===== src/rtl/sd_block_responder.sv =====
// rtl/sd_block_responder.sv - three-drive 512-byte block responder onto a 16-bit backing memory
//
// Serves whole-block read/write requests from three drives, one drive at a time,
// with round-robin arbitration. Each block is 256 16-bit words. The backing memory
// word address is {drive, lba, word}.
//
// Ports:
//   clk_sys, reset                     clock, async active-high reset
//   sd_lba0..2     in  32              block address per drive
//   sd_rd, sd_wr   in  3               level read/write request per drive
//   sd_ack         out 3               transfer in progress, one-hot per drive
//   sd_buff_addr   out 8               word index within the block
//   sd_buff_dout   out 16              read data, qualified by sd_buff_wr
//   sd_buff_wr     out 1               one-cycle read-data strobe
//   sd_buff_din0..2 in 16              write data, valid one cycle after sd_buff_addr
//   mem_req/mem_we out 1               memory request/write, held until mem_ack
//   mem_addr       out MEM_AW          {drive[1:0], lba[LBA_W-1:0], word[7:0]}
//   mem_wdata      out 16, mem_rdata in 16, mem_ack in 1
module sd_block_responder #(
  parameter int LBA_W  = 12,
  parameter int MEM_AW = 22
) (
  input  logic              clk_sys,
  input  logic              reset,
  input  logic [31:0]       sd_lba0,
  input  logic [31:0]       sd_lba1,
  input  logic [31:0]       sd_lba2,
  input  logic [2:0]        sd_rd,
  input  logic [2:0]        sd_wr,
  output logic [2:0]        sd_ack,
  output logic [7:0]        sd_buff_addr,
  output logic [15:0]       sd_buff_dout,
  output logic              sd_buff_wr,
  input  logic [15:0]       sd_buff_din0,
  input  logic [15:0]       sd_buff_din1,
  input  logic [15:0]       sd_buff_din2,
  output logic              mem_req,
  output logic              mem_we,
  output logic [MEM_AW-1:0] mem_addr,
  output logic [15:0]       mem_wdata,
  input  logic [15:0]       mem_rdata,
  input  logic              mem_ack
);

  localparam logic [2:0] IDLE    = 3'd0;
  localparam logic [2:0] ARB     = 3'd1;
  localparam logic [2:0] RD_MEM  = 3'd2;
  localparam logic [2:0] RD_PUT  = 3'd3;
  localparam logic [2:0] WR_ADDR = 3'd4;
  localparam logic [2:0] WR_CAP  = 3'd5;
  localparam logic [2:0] WR_MEM  = 3'd6;
  localparam logic [2:0] DONE    = 3'd7;

  logic [2:0]       state_q, state_d;
  logic [1:0]       ptr_q, ptr_d;      // first drive considered at next arbitration
  logic [1:0]       drv_q, drv_d;
  logic [LBA_W-1:0] lba_q, lba_d;
  logic             oor_q, oor_d;      // latched lba beyond the mapped range
  logic [7:0]       word_q, word_d;
  logic [2:0]       ack_q, ack_d;
  logic [7:0]       addr_q, addr_d;
  logic [15:0]      dout_q, dout_d;
  logic             bwr_q, bwr_d;
  logic [15:0]      wdata_q, wdata_d;

  logic [2:0]  req;
  logic [1:0]  grant, idx;
  logic        grant_valid;
  logic [31:0] lba_sel;
  logic [15:0] din_sel;

  assign req = sd_rd | sd_wr;

  // Round-robin scan starting at ptr_q.
  always_comb begin
    grant       = ptr_q;
    grant_valid = 1'b0;
    idx         = ptr_q;
    for (int i = 0; i < 3; i++) begin
      if (!grant_valid && req[idx]) begin
        grant       = idx;
        grant_valid = 1'b1;
      end
      idx = (idx == 2'd2) ? 2'd0 : idx + 2'd1;
    end
  end

  assign lba_sel = (grant == 2'd0) ? sd_lba0 : (grant == 2'd1) ? sd_lba1 : sd_lba2;
  assign din_sel = (drv_q == 2'd0) ? sd_buff_din0 : (drv_q == 2'd1) ? sd_buff_din1 : sd_buff_din2;

  always_comb begin
    state_d = state_q;
    ptr_d   = ptr_q;
    drv_d   = drv_q;
    lba_d   = lba_q;
    oor_d   = oor_q;
    word_d  = word_q;
    ack_d   = ack_q;
    addr_d  = addr_q;
    dout_d  = dout_q;
    bwr_d   = 1'b0;
    wdata_d = wdata_q;
    case (state_q)
      IDLE: if (|req) state_d = ARB;
      ARB: begin
        if (grant_valid) begin
          drv_d  = grant;
          lba_d  = lba_sel[LBA_W-1:0];
          oor_d  = (lba_sel >> LBA_W) != 32'd0;
          word_d = 8'd0;
          addr_d = 8'd0;
          ack_d  = 3'b001 << grant;
          ptr_d  = (grant == 2'd2) ? 2'd0 : grant + 2'd1;
          // Read wins when both directions are requested.
          state_d = sd_rd[grant] ? RD_MEM : WR_ADDR;
        end else begin
          state_d = IDLE;
        end
      end
      RD_MEM: begin
        // Out-of-range blocks read as zeros without touching memory.
        if (oor_q || mem_ack) begin
          dout_d  = oor_q ? 16'd0 : mem_rdata;
          addr_d  = word_q;
          bwr_d   = 1'b1;
          state_d = RD_PUT;
        end
      end
      RD_PUT: begin
        if (word_q == 8'hFF) begin
          ack_d   = 3'b000;
          state_d = DONE;
        end else begin
          word_d  = word_q + 8'd1;
          state_d = RD_MEM;
        end
      end
      WR_ADDR: state_d = WR_CAP;
      WR_CAP: begin
        wdata_d = din_sel;
        state_d = WR_MEM;
      end
      WR_MEM: begin
        if (oor_q || mem_ack) begin
          if (word_q == 8'hFF) begin
            ack_d   = 3'b000;
            state_d = DONE;
          end else begin
            word_d  = word_q + 8'd1;
            addr_d  = word_q + 8'd1;
            state_d = WR_ADDR;
          end
        end
      end
      DONE:    state_d = IDLE;
      default: state_d = IDLE;
    endcase
  end

  always_ff @(posedge clk_sys or posedge reset) begin
    if (reset) begin
      state_q <= IDLE;
      ptr_q   <= 2'd0;
      drv_q   <= 2'd0;
      lba_q   <= '0;
      oor_q   <= 1'b0;
      word_q  <= 8'd0;
      ack_q   <= 3'b000;
      addr_q  <= 8'd0;
      dout_q  <= 16'd0;
      bwr_q   <= 1'b0;
      wdata_q <= 16'd0;
    end else begin
      state_q <= state_d;
      ptr_q   <= ptr_d;
      drv_q   <= drv_d;
      lba_q   <= lba_d;
      oor_q   <= oor_d;
      word_q  <= word_d;
      ack_q   <= ack_d;
      addr_q  <= addr_d;
      dout_q  <= dout_d;
      bwr_q   <= bwr_d;
      wdata_q <= wdata_d;
    end
  end

  // Memory outputs derive only from state and latched registers, so they hold
  // steady for any mem_ack stall.
  assign mem_req      = ((state_q == RD_MEM) || (state_q == WR_MEM)) && !oor_q;
  assign mem_we       = (state_q == WR_MEM) && !oor_q;
  assign mem_addr     = {drv_q, lba_q, word_q};
  assign mem_wdata    = wdata_q;
  assign sd_ack       = ack_q;
  assign sd_buff_addr = addr_q;
  assign sd_buff_dout = dout_q;
  assign sd_buff_wr   = bwr_q;

endmodule


===== config.mk =====
export PLATFORM = sky130hd
export DESIGN_NAME = sd_block_responder
export DESIGN_NICKNAME = d
export VERILOG_FILES = /design/src/rtl/sd_block_responder.sv
export SDC_FILE = /design/constraint.sdc
export NUM_CORES = 1
export LEC_CHECK = 0
export CORE_AREA = 2 2 132 134
export CTS_BUF_LIST = sky130_fd_sc_hd__clkbuf_4
export CTS_CLUSTER_SIZE = 12
export DETAILED_ROUTE_END_ITERATION = 10
export DIE_AREA = 0 0 134 136
export GPL_ROUTABILITY_DRIVEN = 0
export HOLD_SLACK_MARGIN = 0.02
export PLACE_DENSITY = 0.68
export SYNTH_ARGS = -nofsm -noshare
export SYNTH_HDL_FRONTEND = slang
export SYNTH_SLANG_ARGS = --single-unit
export TNS_END_PERCENT = 100

===== constraint.sdc =====
create_clock -name clk_sys -period 6.9 [get_ports clk_sys]
set_input_delay 1.725 -clock clk_sys [delete_from_list [all_inputs] [get_ports clk_sys]]
set_output_delay 1.725 -clock clk_sys [all_outputs]
set_load 0.02 [all_outputs]

==> metrics.txt, run 1 <==
status finished, final reports clean; leak pwr 0.00284 uW; DR vias 4344; DP HPWL 11.6 mm; Die H 136 um; #FFs+latches synth 72; Clk Latency, worst-skew pair 0.44 ns; Starting DRT DRC Count 327; die width 134 um; Flop pwr share 32.7%; post-synthesis simple-gate area fraction 26.3%; synth unique cells 58; Worst Setup End Kind output port; Final min period 4.13 ns; fin util 40.5%; mux share of post-synthesis cell area 7.05%; Root Buffer clkbuf_4; Post-Syn Nets 649; gr usage total 16.0%; Logic pwr share 53.8%; critical-path maximum fanout 14; Cells after Synth 479; antenna violations before repair 1; area grow syn2layout 65.1%; Slew HR 28.7%; fin crit share 59.8%; Post-CTS Resized 0; Post-Synth Adder-Cell Area 0.303%; CTS Hold Bufs 0; Final ANT Viol Nets 0; final WL 14.7 mm; crit path cell chain nand2_1 -> nor2_1 -> and2_1 -> clkdlybuf4s50_1; # Max-Cap Violations 0; largest family of logic cells by synthesized area simple AND/OR/NAND/NOR gates; DR vias/cell 4.68; clk buf depth 2; Sum Neg Setup Slack 0 ns; Hold WC Path Type reg2reg; max incr delay on CP 0.62 ns; Bufs and invs on worst path 1; postcts setup bufs 0; Switching Power 1040 uW; grt ovf 0; drt drc 0; fmax 0.242 GHz; share of layout cells above drive strength 1 5.55%; wire per inst 15.8 um; Post-synth EDFFs 0; vias in the first global route 4228; Slew Viols, Final 0; post-synth top area share 43.6%; htree depth 3; clock share of power 13.5%; biggest area consumer among synthesized cells dfrtp_1; compound-gate portion of the synthesized area 17.2%; post-synthesis async set-or-reset flop share 100%; CTS tree yes; first-pass detailed-route iteration total 5; Synth area leaders dfrtp_1 (44%), nand2_1 (7.9%), mux2i_1 (4.6%); core area 16900 um2; yosys synthesis warning count 0; Crit path max-delay family simple AND/OR/NAND/NOR gates; CTS Sinks 72; Synth Cell Area 4140 um2; slowest CP cell clkdlybuf4s50_1; Initial Util 24.5%; CTS clk-pin slew, worst paths 0.14 ns; largest net degree at the start of global routing 73; XOR/XNOR Fraction of Synth Area 1.48%; worst setup path class reg2out; Critical Path RT 5.18 ns; port bufs 236; Critical Path AT 2.40 ns; sequential area share after synthesis 43.6%; first-pass GRT wire length 22.9 mm; syn avg cell area 8.63 um2; Cell Pwr Density 348 nW/um2; skew final 0.0177 ns; Worst-Margin Slew 1.07 ns; worst ir drop on vdd 0.135 mV; switching fraction of total power 43.6%; Final Net Count 868; Final Hold Fails 0; ys flop type dfrtp_1; Setup Viol. Count Final 0; number of buffers created by CTS 9; Critical Path Start Type flop; RSZ-0062 raised after global routing no; Power Internal 1340 uW; I/O pins 237; # rows 48; Die ar. 18200 um2
Yosys cell counts, types with 5 or more instances:
| library cell | count |
|---|---|
| mux2_2 | 9 |
| or3_1 | 5 |
| clkbuf_1 | 20 |
| and3_1 | 9 |
| a31oi_1 | 10 |
| xor2_1 | 6 |
| nand3b_1 | 17 |
| nor2_1 | 43 |
| mux2i_1 | 19 |
| nor4_1 | 17 |
| a21oi_1 | 28 |
| dfrtp_1 | 72 |
| buf_2 | 6 |
| nand2b_1 | 6 |
| a222oi_1 | 9 |
| nand3_1 | 8 |
| nand2_1 | 87 |
| o21ai_0 | 36 |
| inv_1 | 6 |
worst min-delay path, delay by kind of cell (launching register included):
family,cells,cell delay (ns)
DFF,1,0.37
and+or+nand+nor,2,0.10
stage by stage:
step | hold WS [ns] | power, uW | area (um2) | setup slack [ns] | std cells
CTS | 0.491 | 2400 | 6830 | 2.70 | 928
global route | 0.518 | 2570 | 6830 | 2.59 | 929
finish | 0.484 | 2380 | 6830 | 2.77 | 929
detailed placement | 0.460 | 2080 | 6660 | 2.75 | 912
global placement | 0.453 | 2070 | 6660 | 2.81 | 912
floorplan | 0.581 | 1510 | 4140 | 3.35 | 479
registers in the layout, indices dropped and copies added (netlist names), 3 cells and up:
signal and cells:
lba_q 12, mem_wdata 16, sd_ack 3, sd_buff_addr 8, sd_buff_dout 16, state_q 3, word_q 8
placed cells by master (no fill, tap or decap), types with 4 or more instances in the layout:
master / count
a21oi_1: 28
a222oi_1: 9
a31oi_1: 10
and3_1: 9
clkbuf_4: 9
clkdlybuf4s50_1: 236
clkinv_4: 4
dfrtp_1: 72
inv_1: 5
mux2_2: 9
mux2i_1: 19
nand2_1: 87
nand2b_1: 6
nand3_1: 8
nand3b_1: 17
nand4_1: 4
nor2_1: 43
nor2b_1: 4
nor4_1: 17
o21ai_0: 36
o22ai_1: 4
o31ai_1: 4
or3_1: 5
xor2_1: 6
power by group through the flow:
stage / combinational [uW] / sequential [uW] / clock (uW)
6_report: 1280 / 777 / 320
4_1_cts: 1290 / 779 / 331
2_1_floorplan: 647 / 862 / 0
3_5_place_dp: 1290 / 788 / 0
3_3_place_gp: 1280 / 785 / 0
5_1_grt: 1400 / 809 / 352
kinds of logic after synthesis:
logic type	after synthesis
flip-flops	72
adder cells (fa/ha/maj)	1
multiplexers	28
buffers and inverters	38
AND/OR/NAND/NOR	220
AO/OA/AOI/OAI	113
XOR/XNOR	7
path summary, 6_finish.rpt:
path | start | end | slack (ns) | depth (start not counted)
setup / recovery | state_q[1] | mem_we | 2.77 | 4
hold / removal | sd_buff_dout[0] | sd_buff_dout[0] | 0.48 | 2
setup reg to reg | oor_q | sd_buff_dout[8] | 4.35 | 5
hold reg to reg | sd_buff_dout[0] | sd_buff_dout[0] | 0.48 | 2
max in group asynchronous | reset | mem_wdata[6] | 4.39 | 3
min in group asynchronous | reset | sd_buff_dout[13] | 1.86 | 3
routing by layer:
layer	part of all wire [%]	global-route usage, %	wire length, um	vias up
li1	-	-	-	2174
met1	44	21.2	6510	2028
met2	48	26.1	7000	125
met3	6.3	3.73	923	17
met4	1.9	4.96	277	0
met5	0	0	0	-
final cells by class:
| type | instances | area [um2] |
|---|---|---|
| Timing Repair Buffer | 239 | 2380 |
| Inverter | 7 | 26.3 |
| Antenna cell | 1 | 2.50 |
| Multi-Input combinational cell | 369 | 2160 |
| Fill cell | 1684 | 10000 |
| Tap cell | 225 | 282 |
| Clock buffer | 9 | 67.6 |
| Sequential cell | 72 | 1800 |
| Clock inverter | 7 | 104 |
No activity file was read; power rests on OpenSTA's default activity.
==> run 2: changes to the inputs <==
clock period = 4.1 ns   (was 6.9 ns; I/O delays follow)
==> run 2 against run 1 <==
Critical path depth did not move. Clock power rose by 47%. Sequential share of layout area is essentially flat. Final area is 0.18% higher. Non-clock buffer count is 5 higher. Hold slack worse by 0.0019 ns. Critical path type unchanged. Highest routed layer unchanged.
==> metrics.txt, run 2 (synthesized netlist as in run 1, its figures left out) <==
Final Hold Fails 0 (unchanged); drt drc 0 (unchanged); leading cell type in the layout, fill and taps excluded clkdlybuf4s50_1; worst setup path class reg2out; Setup Viol. Count Final 0 (unchanged); Initial Util 24.5% (unchanged); Crit path max-delay family simple AND/OR/NAND/NOR gates; status finished, final reports clean; fin crit share 82.2%; first-pass GRT wire length 23.6 mm (+3.2%); GR Util met2 27.0% (+0.85 points); post-place setup slack 0.638 ns (-2.11 ns); worst ir drop on vdd 0.228 mV (+68%); DR vias/cell 4.72 (+1.0%); RSZ-0062 raised after global routing no; CTS tree yes; # rows 48 (unchanged); htree depth 3 (unchanged); fmax 0.297 GHz; I/O pins 237 (unchanged); final WL 15.1 mm (+2.4%); largest net degree at the start of global routing 34 (-53%); slowest CP cell dfrtp_1; skew final 0.0143 ns (-0.00334 ns); Final ANT Viol Nets 0 (unchanged); # fillers 1686 (+0.12%); Clk Latency, worst-skew pair 0.43 ns (about the same); # Max-Cap Violations 0 (unchanged); Post-CTS Resized 0 (unchanged); Critical Path AT 2.34 ns (-0.06 ns); Die ar. 18200 um2 (unchanged); critical-path maximum fanout 14 (unchanged); met3 Usage GRT 3.95% (+0.22 points); Hold WC Path Type reg2reg; crit path cell chain nand2_1 -> nor2_1 -> and2_1 -> clkdlybuf4s50_1; area grow syn2layout 65.4%; met1 Use GR 21.5% (+0.35 points); CTS Hold Bufs 0 (unchanged); max incr delay on CP 0.62 ns (about the same); Starting DRT DRC Count 374 (+14%); Critical Path RT 3.07 ns (-2.11 ns); Cell Pwr Density 578 nW/um2 (+66%); Critical Path Start Type flop; die width 134 um (unchanged); GR peak layer met2; gr usage total 16.6% (+0.52 points); wire per inst 16.1 um (+1.9%); Worst Setup End Kind output port; DR vias 4411 (+1.5%); Root Buffer clkbuf_4; CTS Sinks 72 (unchanged); fin worst setup slack 0.732 ns (-2.04 ns); Final Net Count 873 (+0.58%); grt ovf 0 (unchanged); commonest cells after routing, fill and taps aside clkdlybuf4s50_1 (236), nand2_1 (87), dfrtp_1 (72), nor2_1 (43), o21ai_0 (36); port bufs 236 (unchanged); vias in the first global route 4286 (+1.4%); antenna violations before repair 1 (unchanged); leak pwr 0.00284 uW (about the same); Slew Viols, Final 0 (unchanged); Sum Neg Setup Slack 0 ns (unchanged); Final min period 3.37 ns; Worst-Margin Slew 1.08 ns (+0.0127 ns); DP HPWL 11.9 mm (+2.7%); clk buf depth 2 (unchanged); share of layout cells above drive strength 1 6.21% (+0.67 points); core area 16900 um2 (unchanged); first-pass detailed-route iteration total 5 (unchanged); CTS clk-pin slew, worst paths 0.14 ns (about the same); Die H 136 um (unchanged); Bufs and invs on worst path 1 (unchanged); postcts setup bufs 0 (unchanged); number of buffers created by CTS 9 (unchanged); Slew HR 27.9% (-0.85 points)
-- run 2: layout make-up --
| class | instances | area [um2] | area share [%] |
|---|---|---|---|
| Clock inverter | 7 | 78.8 | 1.15 |
| Clock buffer | 9 | 67.6 | 0.988 |
| Inverter | 7 | 26.3 | 0.384 |
| Timing Repair Buffer | 244 | 2420 | 35.4 |
| Tap cell | 225 | 282 | 4.11 |
| Sequential cell | 72 | 1800 | 26.3 |
| Antenna cell | 1 | 2.50 | 0.0366 |
| Multi-Input combinational cell | 369 | 2160 | 31.6 |
-- run 2: through the flow --
stage | util, % | cell area, um2 | total power (uW) | hold WS, ns | std cells
6_report | 40.5 | 6840 | 3960 | 0.482 | 934
5_1_grt | 40.5 | 6840 | 4270 | 0.513 | 934
4_1_cts | 40.5 | 6840 | 4000 | 0.487 | 933
3_5_place_dp | 39.7 | 6690 | 3520 | 0.455 | 917
3_3_place_gp | 39.7 | 6690 | 3490 | 0.450 | 917
2_1_floorplan | - | 4140 | 2540 | 0.581 | 479
-- run 2: power breakdown --
part           switching [uW]  total (uW)  leakage [uW]  internal, uW
clock                     281         471     0.0000692           190
sequential                278        1260      0.000924           982
combinational            1190        2220       0.00185          1030
total                    1750        3960       0.00284          2200
-- run 2: layer usage --
layer / wire length (um) / part of all wire, %
met4: 372 / 2.5
met2: 7090 / 47
met1: 6530 / 43
met5: 0 / 0
met3: 1070 / 7.1
-- run 2: worst register-to-register path, cell delays in order (launching register included) --
cell     delay, ns
dfrtp_1       0.77
nand2_1       0.19
nand2_1       0.14
a21o_1        0.17
or2_2         0.43
nand2_2       0.24
mux2_2        0.33
-- run 2: path summary, 6_finish.rpt --
kind                                   end  cells past startpoint             from  slack, ns
setup / recovery                    mem_we                      4       state_q[1]       0.73
min in group asynchronous  sd_buff_dout[2]                      2            reset       0.94
max in group asynchronous        word_q[7]                      3            reset       2.37
setup reg to reg           sd_buff_addr[4]                      6         ptr_q[1]       1.72
hold reg to reg            sd_buff_dout[8]                      2  sd_buff_dout[8]       0.48
hold / removal             sd_buff_dout[8]                      2  sd_buff_dout[8]       0.48
